<file path="src/rtl/mem_access_unit_pkg.sv">
// Shared encodings, state enum and access-legality helper for the memory access unit.
package mem_access_unit_pkg;

  localparam int unsigned WORD_BYTES = 4;
  localparam int unsigned OFF_W      = $clog2(WORD_BYTES);

  localparam logic [1:0] SZ_BYTE = 2'd0;
  localparam logic [1:0] SZ_HALF = 2'd1;
  localparam logic [1:0] SZ_WORD = 2'd2;

  typedef enum logic [1:0] {IDLE, RD, CAP, WR} state_t;

  // Misaligned half/word or the reserved size encoding.
  function automatic logic is_bad_access(logic [1:0] size, logic [OFF_W-1:0] off);
    case (size)
      SZ_BYTE: return 1'b0;
      SZ_HALF: return off[0];
      SZ_WORD: return off != '0;
      default: return 1'b1;
    endcase
  endfunction

endpackage

</file>
<file path="src/rtl/mem_access_unit_if.sv">
// CPU-side request/response bundle; master is the CPU memory stage, slave is the unit.
interface mem_access_unit_if #(
  parameter int unsigned ADDR_W = 16
);
  logic              req_valid;
  logic              req_ready;
  logic              req_we;
  logic [1:0]        req_size;
  logic              req_signed;
  logic [ADDR_W-1:0] req_addr;
  logic [31:0]       req_wdata;
  logic              resp_valid;
  logic              resp_err;
  logic [31:0]       resp_rdata;

  modport master (
    output req_valid, req_we, req_size, req_signed, req_addr, req_wdata,
    input  req_ready, resp_valid, resp_err, resp_rdata
  );

  modport slave (
    input  req_valid, req_we, req_size, req_signed, req_addr, req_wdata,
    output req_ready, resp_valid, resp_err, resp_rdata
  );
endinterface

</file>
<file path="src/rtl/mau_lane.sv">
// Little-endian lane extraction (with sign/zero extension) and lane merge for sub-word stores.
module mau_lane
  import mem_access_unit_pkg::*;
(
  input  logic [31:0]      word,
  input  logic [OFF_W-1:0] addr,
  input  logic [1:0]       size,
  input  logic             sign_ext,
  input  logic [31:0]      wdata,
  output logic [31:0]      load_data,
  output logic [31:0]      merged_word
);

  logic [7:0]  byte_val;
  logic [15:0] half_val;
  logic        unused_wdata;

  assign unused_wdata = ^wdata[31:16];

  always_comb begin
    byte_val    = word[{addr, 3'b000} +: 8];
    half_val    = word[{addr[1], 4'b0000} +: 16];
    load_data   = word;
    merged_word = word;
    case (size)
      SZ_BYTE: begin
        load_data = {{24{sign_ext & byte_val[7]}}, byte_val};
        merged_word[{addr, 3'b000} +: 8] = wdata[7:0];
      end
      SZ_HALF: begin
        load_data = {{16{sign_ext & half_val[15]}}, half_val};
        merged_word[{addr[1], 4'b0000} +: 16] = wdata[15:0];
      end
      default: ;
    endcase
  end

endmodule

</file>
<file path="src/rtl/mem_access_unit.sv">
// Turns byte/half/word CPU loads and stores into word-wide RAM transactions (RMW for sub-word).
module mem_access_unit
  import mem_access_unit_pkg::*;
#(
  parameter int unsigned ADDR_W = 16
) (
  input  logic              clk,
  input  logic              rst,
  mem_access_unit_if.slave  cpu,
  output logic              mem_rd_en,
  output logic              mem_wr_en,
  output logic [ADDR_W-1:0] mem_addr,
  output logic [31:0]       mem_wdata,
  input  logic [31:0]       mem_rdata
);

  state_t            state_q, state_d;
  logic              we_q, sign_q;
  logic [1:0]        size_q;
  logic [ADDR_W-1:0] addr_q;
  logic [15:0]       wdata_q;
  logic [31:0]       mem_wdata_q, mem_wdata_d;
  logic              resp_valid_q, resp_valid_d;
  logic              resp_err_q, resp_err_d;
  logic [31:0]       resp_rdata_q, resp_rdata_d;
  logic [31:0]       load_data, merged_word;
  logic              accept, bad;

  assign accept = cpu.req_valid & (state_q == IDLE);
  assign bad    = is_bad_access(cpu.req_size, cpu.req_addr[OFF_W-1:0]);

  mau_lane u_lane (
    .word        (mem_rdata),
    .addr        (addr_q[OFF_W-1:0]),
    .size        (size_q),
    .sign_ext    (sign_q),
    .wdata       ({16'h0000, wdata_q}),
    .load_data   (load_data),
    .merged_word (merged_word)
  );

  always_comb begin
    state_d      = state_q;
    mem_wdata_d  = mem_wdata_q;
    resp_valid_d = 1'b0;
    resp_err_d   = 1'b0;
    resp_rdata_d = '0;
    case (state_q)
      IDLE: begin
        if (cpu.req_valid) begin
          if (bad) begin
            resp_valid_d = 1'b1;
            resp_err_d   = 1'b1;
          end else if (cpu.req_we && cpu.req_size == SZ_WORD) begin
            state_d     = WR;
            mem_wdata_d = cpu.req_wdata;
          end else begin
            state_d = RD;
          end
        end
      end
      RD:  state_d = CAP;
      CAP: begin
        if (we_q) begin
          state_d     = WR;
          mem_wdata_d = merged_word;
        end else begin
          state_d      = IDLE;
          resp_valid_d = 1'b1;
          resp_rdata_d = load_data;
        end
      end
      WR: begin
        state_d      = IDLE;
        resp_valid_d = 1'b1;
      end
      default: state_d = IDLE;
    endcase
  end

  always_ff @(posedge clk or negedge rst) begin
    if (!rst) begin
      state_q      <= IDLE;
      we_q         <= 1'b0;
      sign_q       <= 1'b0;
      size_q       <= '0;
      addr_q       <= '0;
      wdata_q      <= '0;
      mem_wdata_q  <= '0;
      resp_valid_q <= 1'b0;
      resp_err_q   <= 1'b0;
      resp_rdata_q <= '0;
    end else begin
      state_q      <= state_d;
      mem_wdata_q  <= mem_wdata_d;
      resp_valid_q <= resp_valid_d;
      resp_err_q   <= resp_err_d;
      resp_rdata_q <= resp_rdata_d;
      if (accept) begin
        we_q    <= cpu.req_we;
        sign_q  <= cpu.req_signed;
        size_q  <= cpu.req_size;
        addr_q  <= cpu.req_addr;
        wdata_q <= cpu.req_wdata[15:0];
      end
    end
  end

  // Ready is forced low while reset is held, not just via the state register.
  assign cpu.req_ready  = rst & (state_q == IDLE);
  assign cpu.resp_valid = resp_valid_q;
  assign cpu.resp_err   = resp_err_q;
  assign cpu.resp_rdata = resp_rdata_q;

  assign mem_rd_en = (state_q == RD);
  assign mem_wr_en = (state_q == WR);
  assign mem_addr  = {addr_q[ADDR_W-1:OFF_W], {OFF_W{1'b0}}};
  assign mem_wdata = mem_wdata_q;

endmodule

</file>
<file path="src/flat_wrapper.sv">
// flat-port wrapper written by rule: the top's interface ports become plain ports
module mem_access_unit_flat import mem_access_unit_pkg::*;
#(
  parameter int unsigned ADDR_W = 16
)
  (clk, rst, mem_rd_en, mem_wr_en, mem_addr, mem_wdata, mem_rdata, cpu_req_valid, cpu_req_we, cpu_req_size, cpu_req_signed, cpu_req_addr, cpu_req_wdata, cpu_req_ready, cpu_resp_valid, cpu_resp_err, cpu_resp_rdata);
  mem_access_unit_if #(.ADDR_W(ADDR_W)) cpu_i ();
  input  logic clk;
  input  logic rst;
  output logic mem_rd_en;
  output logic mem_wr_en;
  output logic [ADDR_W-1:0] mem_addr;
  output logic [31:0] mem_wdata;
  input  logic [31:0] mem_rdata;
  input wire logic [$bits(cpu_i.req_valid)-1:0] cpu_req_valid;
  input wire logic [$bits(cpu_i.req_we)-1:0] cpu_req_we;
  input wire logic [$bits(cpu_i.req_size)-1:0] cpu_req_size;
  input wire logic [$bits(cpu_i.req_signed)-1:0] cpu_req_signed;
  input wire logic [$bits(cpu_i.req_addr)-1:0] cpu_req_addr;
  input wire logic [$bits(cpu_i.req_wdata)-1:0] cpu_req_wdata;
  output wire logic [$bits(cpu_i.req_ready)-1:0] cpu_req_ready;
  output wire logic [$bits(cpu_i.resp_valid)-1:0] cpu_resp_valid;
  output wire logic [$bits(cpu_i.resp_err)-1:0] cpu_resp_err;
  output wire logic [$bits(cpu_i.resp_rdata)-1:0] cpu_resp_rdata;
  assign cpu_i.req_valid = cpu_req_valid;
  assign cpu_i.req_we = cpu_req_we;
  assign cpu_i.req_size = cpu_req_size;
  assign cpu_i.req_signed = cpu_req_signed;
  assign cpu_i.req_addr = cpu_req_addr;
  assign cpu_i.req_wdata = cpu_req_wdata;
  assign cpu_req_ready = cpu_i.req_ready;
  assign cpu_resp_valid = cpu_i.resp_valid;
  assign cpu_resp_err = cpu_i.resp_err;
  assign cpu_resp_rdata = cpu_i.resp_rdata;
  mem_access_unit #(.ADDR_W(ADDR_W)) u_core (.clk(clk), .rst(rst), .cpu(cpu_i), .mem_rd_en(mem_rd_en), .mem_wr_en(mem_wr_en), .mem_addr(mem_addr), .mem_wdata(mem_wdata), .mem_rdata(mem_rdata));
endmodule
</file>
<file path="config.mk">
export PLATFORM = sky130hd
export DESIGN_NAME = mem_access_unit_flat
export DESIGN_NICKNAME = d
export VERILOG_FILES = /design/src/rtl/mem_access_unit_pkg.sv /design/src/rtl/mem_access_unit_if.sv /design/src/rtl/mau_lane.sv /design/src/rtl/mem_access_unit.sv /design/src/flat_wrapper.sv
export SDC_FILE = /design/constraint.sdc
export NUM_CORES = 1
export LEC_CHECK = 0
export CELL_PAD_IN_SITES_DETAIL_PLACEMENT = 1
export CELL_PAD_IN_SITES_GLOBAL_PLACEMENT = 1
export CORE_MARGIN = 8
export CORE_UTILIZATION = 30
export CTS_BUF_LIST = sky130_fd_sc_hd__clkbuf_8
export DETAILED_ROUTE_END_ITERATION = 8
export DONT_BUFFER_PORTS = 1
export PLACE_DENSITY = 0.57
export SKIP_CTS_REPAIR_TIMING = 1
export SLEW_MARGIN = 20
export SYNTH_ARGS = -nofsm -noshare
export SYNTH_HDL_FRONTEND = slang
export SYNTH_SLANG_ARGS = --single-unit
export TNS_END_PERCENT = 1
</file>
<file path="constraint.sdc">
create_clock -name clk -period 2 [get_ports clk]
set_input_delay 0.3 -clock clk [delete_from_list [all_inputs] [get_ports clk]]
set_output_delay 0.3 -clock clk [all_outputs]
set_load 0.01 [all_outputs]
</file>
# Yosys cells after proc, flatten, opt, wreduce, memory -nomap -nowiden
# Cells that the tools add are included.
# word_totals
latch_bits	0
mem_bits_rw	0
rom_bits	0
mem_count	0
in_bits	87
reg_bits	104
word_cells	62
# classes
shifts	6
div	0
n_mux	22
n_eq_ne	10
order_cmp	0
addsub	2
bitwise_logic	4
reduce_logical	8
mul	0
# op_table
op	count
2-to-1 mux 32 bit	6
case mux 32 bit (2 select lines)	3
bitwise mux 32 bit	2
variable shift 16 x 7 -> 32 bit (first input constant)	1
variable shift 8 x 7 -> 32 bit (first input constant)	1
variable part select 16 x 7 -> 32 bit	1
variable part select 32 x 6 -> 16 bit	1
variable part select 32 x 6 -> 8 bit	1
variable part select 8 x 7 -> 32 bit	1
negation 5 -> 7 bit	2
2-to-1 mux 2 bit	4
case mux 2 bit (4 select lines)	1
equality test 2 x 1 -> 1 bit (second input constant)	3
equality test 2 bit (second input constant)	3
zero test 2 bit	3
!= test 2 bit (second input constant)	3
case mux 1 bit (3 select lines)	2
AND reduction 5 bit	1
bitwise AND 1 bit	4
2-to-1 mux 1 bit	4
nonzero test 2 bit	2
!= test 2 x 1 -> 1 bit (second input constant)	1
AND reduction 2 bit	1
logical AND 1 bit	1

# Logic depth before layout (Yosys ltp)
# logic_depth
word_depth	6
mapped_depth	10

# Modules after synthesis
# A second synthesis with hierarchy kept.
# unflattened
hier_cells	766
hier_area_um2	6974.2
# by_module_without_submodules
module	area_per_inst_um2	n_inst	cells_per_inst
mem_access_unit	5096.1	1	450
mau_lane	1878.1	1	316

# Least setup slack after synthesis
# OpenSTA, ideal clock, no wires.
# synth_path
path_kind	reg2reg
start	register u_core.addr_q[1]
end	register u_core.mem_wdata_q[0] (netlist: u_core.mem_wdata[0])
n_path_buf	2
stages_incl_launch_ff	9
setup_time_ns	0.082
period_less_slack_ns	2.197
arrival_ns	2.116
slack_ns	-0.197
path_cell_list	dfrtp_1 -> buf_2 -> inv_1 -> clkbuf_1 -> ha_1 -> o31a_1 -> nor3_2 -> a22oi_1 -> a31oi_1
# synth_via
elab_chain_cells	6
# synth_rtl
element	line	source
start, declared	mem_access_unit.sv:20	logic [ADDR_W-1:0] addr_q;
start signal, assigned	mem_access_unit.sv:103	addr_q <= cpu.req_addr;
negation 5 -> 7 bit, on equally long branches	mau_lane.sv:32, mau_lane.sv:28	
variable part select 16 x 7 -> 32 bit, or another cell as far along	mau_lane.sv:32	merged_word[{addr[1], 4'b0000} +: 16] = wdata[15:0];
bitwise mux 32 bit, on equally long branches	mau_lane.sv:32, mau_lane.sv:28	
case mux 32 bit (2 select lines) (*)	mau_lane.sv:25	case (size)
2-to-1 mux 32 bit (*)	mem_access_unit.sv:64	if (we_q) begin
case mux 32 bit (2 select lines) (*)	mem_access_unit.sv:48	case (state_q)
end signal, assigned	mem_access_unit.sv:95	mem_wdata_q <= mem_wdata_d;
end, declared	mem_access_unit.sv:22	logic [31:0] mem_wdata_q, mem_wdata_d;
# Every way passes the cells marked *; elsewhere a longest branch is shown, timed or not. The select of a mux whose other input is x is not followed.
# A chain may end at the register's enable or synchronous reset.

# Worst setup path after layout
# layout_path
start	register u_core.addr_q[1]
end	register u_core.mem_wdata_q[27] (netlist: u_core.mem_wdata[27])
# Same word-level chain as after synthesis.

==> summary.txt <==
Run status
  • Status: finished with violations
  • Failing checks: hold timing

Drt
  • DRC violations left: 0
  • Routed vias: 4170
  • Starting DRC count in detailed routing: 329
  • First drt pass iteration count: 4
  • Final ANT Viol Nets: 0
  • Total Wirelength: 19.9 mm
  • Vias per cell: 5.54
  • WL/cell: 26.5 um

Cells and area
  • Multi-input combinational cell area: 2280 sq um
  • FF+latch area: 2600 sq um
  • Synth-to-Final Area Change: 11.8%
  • # diodes: 0
  • Layout cell share with drive strength beyond 1: 22.2%
  • Filler instances: 1936
  • Fin nets: 615

STA
  • Pins Over Slew Limit: 0
  • Clock Skew: 0.0153 ns
  • Final hold viol count: 104
  • Final setup fails: 0
  • Fin Hold WS: -0.418 ns
  • RSZ-0062 raised after global routing: false
  • Tmin final: 1.91 ns
  • Max Freq: 524 MHz
  • Crit share post-route: 95.5%

Critical path
  • CP Class: reg2reg
  • CP Max Fanout: 6
  • Crit path launch type: register
  • CP delay by family, top: compound AO/OA/AOI/OAI gates
  • CP cell instances: inv_2, buf_4, ha_4, and4b_2, a221o_1, a21oi_1, o31ai_1
  • Critical Path End Type: register
  • Crit path DAT: 2.20 ns
  • Critical Path Slowest Stage Cell: dfrtp_1
  • Worst stage delay on the critical path: 0.39 ns
  • WP buf/inv: 2
  • Worst path required time: 2.29 ns

Clocking
  • H-tree levels: 3
  • Clk sinks: 104
  • CTS tree: done
  • CTS buffer count: 9
  • Clk_lat worst skew: 0.40 ns
  • Root buf cell: clkbuf_8
  • Worst-path clk slew: 0.11 ns
  • Max clock buf depth: 2

Placed design
  • Post-detail-place hpwl: 15.4 mm
  • PortBufs: 0
  • Final GP Congestion: 0.857

Yosys
  • Syn. warnings: 0
  • FF+latch count, synth: 104
  • Seq/Total Area, Yosys: 49.9%
  • Top-area cell type share of the netlist area: 49.9%
  • Syn_area_per_cell: 10.2 sq um
  • Gate Count Post-Synth: 513
  • Synth area leaders: dfrtp_1 (50%), mux2_2 (7.6%), o21ai_0 (4.9%)
  • Area leader, netlist: dfrtp_1
  • Post-Syn Area: 5210 sq um
  • Unique masters post-synth: 44

Die
  • Die ar.: 21900 sq um
  • Die Ht: 148 um
  • I/O pin total: 172
  • Initial cell density of the core: 30.5%
  • Row count: 48
  • Core box area: 17100 sq um
  • Die X-Extent: 148 um

GRT
  • Vias in the first global route: 4455
  • Overflow after GRT: 0
  • Initial antenna violation count: 2
  • Largest net degree at the start of global routing: 106
  • Global-route wire length before repair: 29.3 mm
  • Total GRT Usage: 18.2%

Job
  • Max_cap viols: 0

Power
  • VDD IR max: 443 uV
  • Pwr Total: 0.00902 W
  • Leak: 2.54 nW
  • Cell Pwr Density: 1550 nW/um^2

Worst hold path
  • Min-delay worst type: in2async
routing by layer:
| metal | share of wire, % | GRT usage [%] | vias to the layer above |
|---|---|---|---|
| met5 | 0.16 | 0 | - |
| met4 | 2.7 | 7.85 | 4 |
| met3 | 9.0 | 6.79 | 39 |
| met2 | 49 | 30.8 | 150 |
| met1 | 39 | 20.2 | 2114 |
| li1 | - | - | 1863 |
metrics by stage:
step                      setup slack, ns  utilization, %  cells  TNS [ns]  area, sq um
after global routing              0.00248            34.1    753         0         5830
after detailed placement           0.0226            32.8    737         0         5610
final                              0.0905            34.1    753         0         5830
after floorplan                   0.00898               -    514         0         5240
after CTS                        -0.00166            34.0    753  -0.00166         5820
after global placement             0.0883            32.8    737         0         5610
Yosys cell counts, drive strengths merged:
cell type  count
and2           3
mux2i          5
nand4          2
nor3          12
a21bo          1
mux2          35
mux4           5
nand2         45
a221oi         9
dfrtp        104
a21o           1
nand2b         6
o21ai         53
conb           1
and2b          2
inv           21
a22o           3
and4b          1
a22oi         19
nor2          33
nor2b          2
a221o          3
o21bai         1
a222oi         8
clkbuf        13
ha             5
o22ai         12
buf           36
or2            1
o31ai          7
a31oi         11
a311oi         1
nor3b          2
o31a           1
a21boi         2
a21oi         47
logic make-up after synthesis:
family / Yosys count / synth area share (%)
AOI/OAI and AO/OA: 179 / 21.6
and+or+nand+nor: 109 / 9.62
DFF: 104 / 49.9
buffers and inverters: 70 / 6.89
muxes: 45 / 10.7
adders and majority gates: 5 / 1.20
other: 1 / 0.0719
flip-flops by register name, summed over array words and instances (netlist names), 2 cells and up:
name                   count
u_core.cpu.resp_rdata     32
u_core.size_q              2
u_core.wdata_q            16
u_core.mem_wdata          32
u_core.state_q             2
u_core.addr_q             16
power breakdown:
| group | total (W) | internal [W] | leakage, nW | switching, W |
|---|---|---|---|---|
| Combinational | 0.00360 | 0.00166 | 1.12 | 0.00194 |
| Sequential | 0.00401 | 0.00291 | 1.31 | 0.00109 |
| Clock | 0.00141 | 0.000646 | 0.107 | 0.000768 |
| Total | 0.00902 | 0.00522 | 2.54 | 0.00380 |
cells in the final DEF, fill, tap and decap left out, types with 12 or more instances in the layout:
master | Yosys | layout
buf_4 | 19 | 44
mux2_2 | 35 | 35
nand2_1 | 45 | 45
o22ai_1 | 12 | 12
nor2_1 | 33 | 32
inv_1 | 21 | 20
a21oi_1 | 46 | 46
o21ai_0 | 51 | 50
a22oi_1 | 19 | 19
dfrtp_1 | 104 | 104
worst paths after layout:
check                                    from                         to  slack [ns]  depth (start not counted)
max                          u_core.addr_q[1]       u_core.mem_wdata[27]        0.09                          7
min                                       rst       u_core.mem_wdata[14]       -0.42                          0
max reg2reg                  u_core.addr_q[1]       u_core.mem_wdata[27]        0.09                          7
min reg2reg                u_core.wdata_q[12]         u_core.wdata_q[12]        0.55                          1
max in group asynchronous                 rst        u_core.mem_wdata[2]        2.26                          0
min in group clk                mem_rdata[30]  u_core.cpu.resp_rdata[30]        0.02                          2
layout make-up:
cell class	instances	share of cell area, %
tap	225	4.83
multi-input combinational	340	39.1
clock buffer	11	2.60
timing repair buffer	47	6.55
sequential	104	44.6
clock inverter	5	0.944
inverter	21	1.35
No activity file was read; power rests on OpenSTA's default activity.
